--- src/rtl/sprite_layer.sv ---
// Sprite renderer: maps draw_x/draw_y to a frame-based sprite-ROM address and
// pipelines the palette lookup into gated RGB plus an opaque flag for the
// compositor. Define SPRITE_HFLIP_EN to add the flip port and horizontal mirroring.
module sprite_layer #(
  parameter int SPR_W      = 96,
  parameter int SPR_H      = 112,
  parameter int FRAMES     = 4,
  parameter int ADDR_W     = 16,
  parameter int IDX_W      = 3,
  parameter int TRANSP_IDX = 0,
  parameter int FS_W       = 2
) (
  input  logic              vga_clk,
  input  logic              reset,
  input  logic [9:0]        draw_x,
  input  logic [9:0]        draw_y,
  input  logic              blank,
  input  logic              frame_start,
  input  logic [9:0]        pos_x,
  input  logic [9:0]        pos_y,
  input  logic [FS_W-1:0]   frame_sel,
`ifdef SPRITE_HFLIP_EN
  input  logic              flip,
`endif
  output logic [ADDR_W-1:0] rom_address,
  input  logic [IDX_W-1:0]  rom_q,
  output logic [IDX_W-1:0]  pix_index,
  input  logic [3:0]        pal_red,
  input  logic [3:0]        pal_green,
  input  logic [3:0]        pal_blue,
  output logic [3:0]        red,
  output logic [3:0]        green,
  output logic [3:0]        blue,
  output logic              opaque
);

  localparam logic [10:0]       SPR_W_C    = 11'(SPR_W);
  localparam logic [10:0]       SPR_H_C    = 11'(SPR_H);
  localparam logic [ADDR_W-1:0] ROW_STRIDE = ADDR_W'(SPR_W);
  localparam logic [ADDR_W-1:0] FRAME_SIZE = ADDR_W'(SPR_W * SPR_H);
  localparam logic [IDX_W-1:0]  TRANSP_C   = IDX_W'(TRANSP_IDX);

  // Per-frame latched placement
  logic [9:0]        pos_x_q, pos_x_d;
  logic [9:0]        pos_y_q, pos_y_d;
  logic [ADDR_W-1:0] base_q, base_d;
`ifdef SPRITE_HFLIP_EN
  logic              flip_q, flip_d;
`endif

  // Pixel pipeline
  logic [ADDR_W-1:0] rom_address_q, rom_address_d;
  logic              hit1_q, hit1_d;
  logic [IDX_W-1:0]  pix_index_q, pix_index_d;
  logic              hit2_q, hit2_d;
  logic              opaque_q, opaque_d;
  logic [3:0]        red_q, red_d;
  logic [3:0]        green_q, green_d;
  logic [3:0]        blue_q, blue_d;

  // S0 combinational hit test
  logic [10:0] rel_x;
  logic [10:0] rel_y;
  logic [10:0] col;
  logic        hit;
  logic        frame_ok;

  // NOTE: every signal assigned in always_comb gets a value first; a missing
  // default on any path would infer a latch.
  always_comb begin
    rel_x = {1'b0, draw_x} - {1'b0, pos_x_q};
    rel_y = {1'b0, draw_y} - {1'b0, pos_y_q};
    // The >= terms stop an unsigned wrap from aliasing pixels left/above the sprite.
    hit   = (draw_x >= pos_x_q) && (rel_x < SPR_W_C) &&
            (draw_y >= pos_y_q) && (rel_y < SPR_H_C);
`ifdef SPRITE_HFLIP_EN
    col   = flip_q ? (SPR_W_C - 11'd1 - rel_x) : rel_x;
`else
    col   = rel_x;
`endif
  end

  always_comb begin
    frame_ok = (32'(frame_sel) < 32'(FRAMES));

    pos_x_d = pos_x_q;
    pos_y_d = pos_y_q;
    base_d  = base_q;
`ifdef SPRITE_HFLIP_EN
    flip_d  = flip_q;
`endif
    if (frame_start) begin
      pos_x_d = pos_x;
      pos_y_d = pos_y;
      base_d  = frame_ok ? ADDR_W'(frame_sel) * FRAME_SIZE : '0;
`ifdef SPRITE_HFLIP_EN
      flip_d  = flip;
`endif
    end

    rom_address_d = rom_address_q;
    if (hit) begin
      rom_address_d = base_q + ADDR_W'(rel_y) * ROW_STRIDE + ADDR_W'(col);
    end
    hit1_d = hit & blank;

    pix_index_d = rom_q;
    hit2_d      = hit1_q;

    opaque_d = hit2_q && (pix_index_q != TRANSP_C);
    red_d    = opaque_d ? pal_red   : 4'd0;
    green_d  = opaque_d ? pal_green : 4'd0;
    blue_d   = opaque_d ? pal_blue  : 4'd0;
  end

  // NOTE: state is updated with non-blocking assignments so every flop samples
  // the pre-edge value of its neighbours, independent of statement order.
  always_ff @(posedge vga_clk) begin
    if (reset) begin
      pos_x_q       <= '0;
      pos_y_q       <= '0;
      base_q        <= '0;
`ifdef SPRITE_HFLIP_EN
      flip_q        <= 1'b0;
`endif
      rom_address_q <= '0;
      hit1_q        <= 1'b0;
      pix_index_q   <= '0;
      hit2_q        <= 1'b0;
      opaque_q      <= 1'b0;
      red_q         <= '0;
      green_q       <= '0;
      blue_q        <= '0;
    end else begin
      pos_x_q       <= pos_x_d;
      pos_y_q       <= pos_y_d;
      base_q        <= base_d;
`ifdef SPRITE_HFLIP_EN
      flip_q        <= flip_d;
`endif
      rom_address_q <= rom_address_d;
      hit1_q        <= hit1_d;
      pix_index_q   <= pix_index_d;
      hit2_q        <= hit2_d;
      opaque_q      <= opaque_d;
      red_q         <= red_d;
      green_q       <= green_d;
      blue_q        <= blue_d;
    end
  end

  assign rom_address = rom_address_q;
  assign pix_index   = pix_index_q;
  assign opaque      = opaque_q;
  assign red         = red_q;
  assign green       = green_q;
  assign blue        = blue_q;

endmodule

--- config.mk ---
export PLATFORM = sky130hd
export DESIGN_NAME = sprite_layer
export DESIGN_NICKNAME = d
export VERILOG_FILES = /design/src/rtl/sprite_layer.sv
export SDC_FILE = /design/constraint.sdc
export NUM_CORES = 1
export LEC_CHECK = 0
export BUFFER_PORTS_ARGS = -buffer_cell sky130_fd_sc_hd__buf_2
export CELL_PAD_IN_SITES_DETAIL_PLACEMENT = 1
export CELL_PAD_IN_SITES_GLOBAL_PLACEMENT = 2
export CORE_UTILIZATION = 32
export DETAILED_ROUTE_END_ITERATION = 7
export HOLD_SLACK_MARGIN = 0.15
export MAX_ROUTING_LAYER = met4
export PLACE_DENSITY = 0.86
export SLEW_MARGIN = 20
export SYNTH_ARGS = -nofsm -noshare
export SYNTH_HDL_FRONTEND = slang
export SYNTH_SLANG_ARGS = --single-unit
--- constraint.sdc ---
create_clock -name vga_clk -period 6.9 [get_ports vga_clk]
set_clock_uncertainty 0.15 [all_clocks]
set_input_delay 0.69 -clock vga_clk [delete_from_list [all_inputs] [get_ports vga_clk]]
set_output_delay 0.69 -clock vga_clk [all_outputs]
set_load 0.005 [all_outputs]
==> out/results.txt <==
status: finished, final reports clean
synth unique cells: 56
# nets final: 636
CTS tree: built
FF-to-FF path depth: 21
# DRC: 0
Net Count, Synth: 550
EDFF count, synth: 0
largest net degree at the start of global routing: 45
Max clock buf depth: 2
PD cells: 284 mW/mm^2
share of power burned in registers: 25.7%
Setup TNS: 0 ns
Final Max Slew Viols: 0
vias in the first global route: 3541
synthesized cell area: 0.00391 mm^2
sequential element share of the synthesized area: 28.7%
root cell of the clock tree: clkbuf_16
final core occ: 38.8%
Worst Slack Setup Final: 1.34 ns
Routed WL: 9620 um
Die Height: 113 um
CP Class: in -> reg
Post CTS Setup Buffer Count: 0
Slowest cell on crit path: fa_1
final hold vios: 0
crit path DAT: 5.63 ns
P_leak: 0.00217 uW
diode count: 0
post-DR vias/cell: 4.96
CP Launch Type: input pin
combinational power share: 53.9%
DR WL/cell: 14.4 um
initial antenna violation count: 0
HPWL Detailed: 7970 um
clk sinks: 56
min-delay worst type: reg -> reg
hold-critical path depth: 1
total of max-cap violations: 0
Clk Latency, worst-skew pair: 0.31 ns
cells after synthesis: 434
# IOs: 93
synth warn: 0
CP dominant cell by count: inv_1
Mapped Avg Cell Area: 9.01 um^2
Internal: 791 uW
CTS buffer count: 5
power share of the clock group: 20.3%
Slew @ Worst Pin: 0.851 ns
final total power: 1320 uW
most common cell after layout, fill and taps aside: buf_2
RSZ-0062 raised after global routing: false
drt pass-1 iters: 4
initial core utilization: 32.7%
Max-slew headroom: 43.3%
first-pass GRT wire length: 16200 um
cts hold-fix bufs: 0
Chip Width: 113 um
Worst EP required: 6.96 ns
CTS resizes: 0
worst-path cell chain: buf_2 -> inv_1 -> ha_1 -> inv_1 -> fa_1 -> a211oi_4 -> nor2_1 -> or2_1 -> inv_1 -> mux4_2 -> nand2b_1 -> nand2_1 -> xnor2_1 -> fa_1 -> inv_1 -> ha_1 -> o21ai_0 -> o21ai_1 -> a31o_2 -> a21oi_1 -> xnor2_1 -> or4_1 -> a311oi_1
synthesized flop and latch total: 56
port bufs: 92
commonest cells after routing, fill and taps aside: 92 x buf_2, 56 x dfxtp_1, 55 x nor2_1
crit-path max FO: 8
final worst-path cycle share: 80.6%
1st-iter DRT viols: 74
vias: 3311
die area: 0.0127 mm^2
instance area at placement: 0.00448 mm^2
Place WS: 0.992 ns
total track usage: 16.6%
Tmin final: 5.56 ns
synth-to-layout area growth: 18.7%
total grt overflow: 0
clock slew at reported path FFs: 0.08 ns
RePlAce Congestion: 0.829
max incr delay on CP: 0.51 ns
NetSw: 529 uW
Max IR drop VDD: 0.127 mV
Routed Antenna Nets: 0
fraction of registers with async set/reset: 0%
Sw Share: 40.1%
share of cells above drive strength 1: 22.5%
H-tree depth: 2
Final Cell Area: 0.00464 mm^2
final setup vio count: 0
CP Capture Type: flop
fmax: 180 MHz
Main synth FF type: dfxtp_1
Rows: 40
Core ar.: 0.0120 mm^2
==> registers in the layout (all words and copies together) (netlist names) <==
name         flops
rom_address     16
pos_y_q         10
base_q           2
opaque           1
pix_index        3
red              4
pos_x_q         10
blue             4
hit1_q           1
green            4
hit2_q           1
==> per-layer routing <==
metal | share of wire, % | global-route usage, %
met5 | 0 | -
met4 | 2.1 | 5.33
met3 | 3.8 | 4.16
met2 | 49 | 29.0
met1 | 45 | 18.4
==> path summary, 6_finish.rpt <==
kind	from	end	slack, ns
max	draw_y[0]	rom_address[15]$_SDFFE_PP0P_	1.34
min reg2reg	hit1_q$_SDFF_PP0_	hit2_q$_SDFF_PP0_	0.30
max reg2reg	pos_y_q[0]$_SDFFE_PP0P_	rom_address[15]$_SDFFE_PP0P_	1.46
min	hit1_q$_SDFF_PP0_	hit2_q$_SDFF_PP0_	0.30
==> through the flow <==
step / hold slack (ns) / instances
after detailed placement: 0.290 / 660
after floorplan: 0.264 / 434
after global routing: 0.313 / 668
final: 0.298 / 668
after CTS: 0.309 / 668
after global placement: 0.279 / 660
==> synth_stat cells, types with 2 or more instances <==
| master | n | area, um^2 |
|---|---|---|
| o21ai_0 | 10 | 50.1 |
| nand2_1 | 12 | 45.0 |
| o21bai_1 | 6 | 45.0 |
| dfxtp_1 | 56 | 1120 |
| o31ai_1 | 3 | 22.5 |
| fa_1 | 6 | 120 |
| o311ai_0 | 2 | 17.5 |
| nand3_1 | 5 | 25.0 |
| nand2b_1 | 5 | 31.3 |
| o221ai_1 | 2 | 17.5 |
| clkbuf_1 | 9 | 33.8 |
| and2_1 | 15 | 93.8 |
| a211oi_1 | 3 | 22.5 |
| nor2_1 | 55 | 206 |
| nor3_1 | 11 | 55.1 |
| o2111ai_1 | 2 | 17.5 |
| a21oi_1 | 13 | 65.1 |
| xor2_1 | 8 | 70.1 |
| buf_6 | 3 | 33.8 |
| a31oi_1 | 8 | 50.1 |
| a211oi_2 | 3 | 37.5 |
| buf_2 | 2 | 10.0 |
| mux2i_1 | 34 | 340 |
| inv_1 | 38 | 143 |
| nor4_1 | 4 | 25.0 |
| ha_1 | 49 | 613 |
| xnor2_1 | 23 | 201 |
| o21a_1 | 4 | 30.0 |
| or2_2 | 2 | 12.5 |
| nand3b_1 | 2 | 15.0 |
| and3_1 | 3 | 18.8 |
| nor2b_1 | 9 | 56.3 |
| a21o_1 | 4 | 30.0 |
==> kinds of logic (layout without fill, tap and decap cells) <==
kind of cell	Yosys count	count (layout)	share of synthesized area [%]
compound gates	72	72	13.3
xor+xnor	31	31	6.94
fa+ha+maj	55	55	18.8
buf+inv	52	139	5.63
flops	56	56	28.7
mux	35	35	9.28
simple gates	133	133	17.4
==> critical path: cells and delay by family <==
kind            cells  cell delay [ns]
xor+xnor            2             0.27
compound gates      6             1.22
simple gates        5             1.05
fa+ha+maj           4             1.51
mux                 1             0.51
buf+inv             5             0.36
==> power groups by stage <==
| stage | clock network, uW | registers (uW) | logic (uW) |
|---|---|---|---|
| after floorplan | 0 | 346 | 551 |
| after global placement | 0 | 347 | 684 |
| after detailed placement | 0 | 347 | 717 |
| after CTS | 281 | 340 | 721 |
| after global routing | 291 | 341 | 801 |
| final | 268 | 340 | 712 |
==> layout make-up <==
class                           count  area [um^2]
Fill cell                        1416         7320
Multi-Input combinational cell    326         2570
Sequential cell                    56         1120
Timing Repair Buffer               93          468
Tap cell                          147          184
Inverter                           38          143
Clock buffer                        5          125
Clock inverter                      3         25.0
Note: power is estimated with default switching activity, not from simulation.
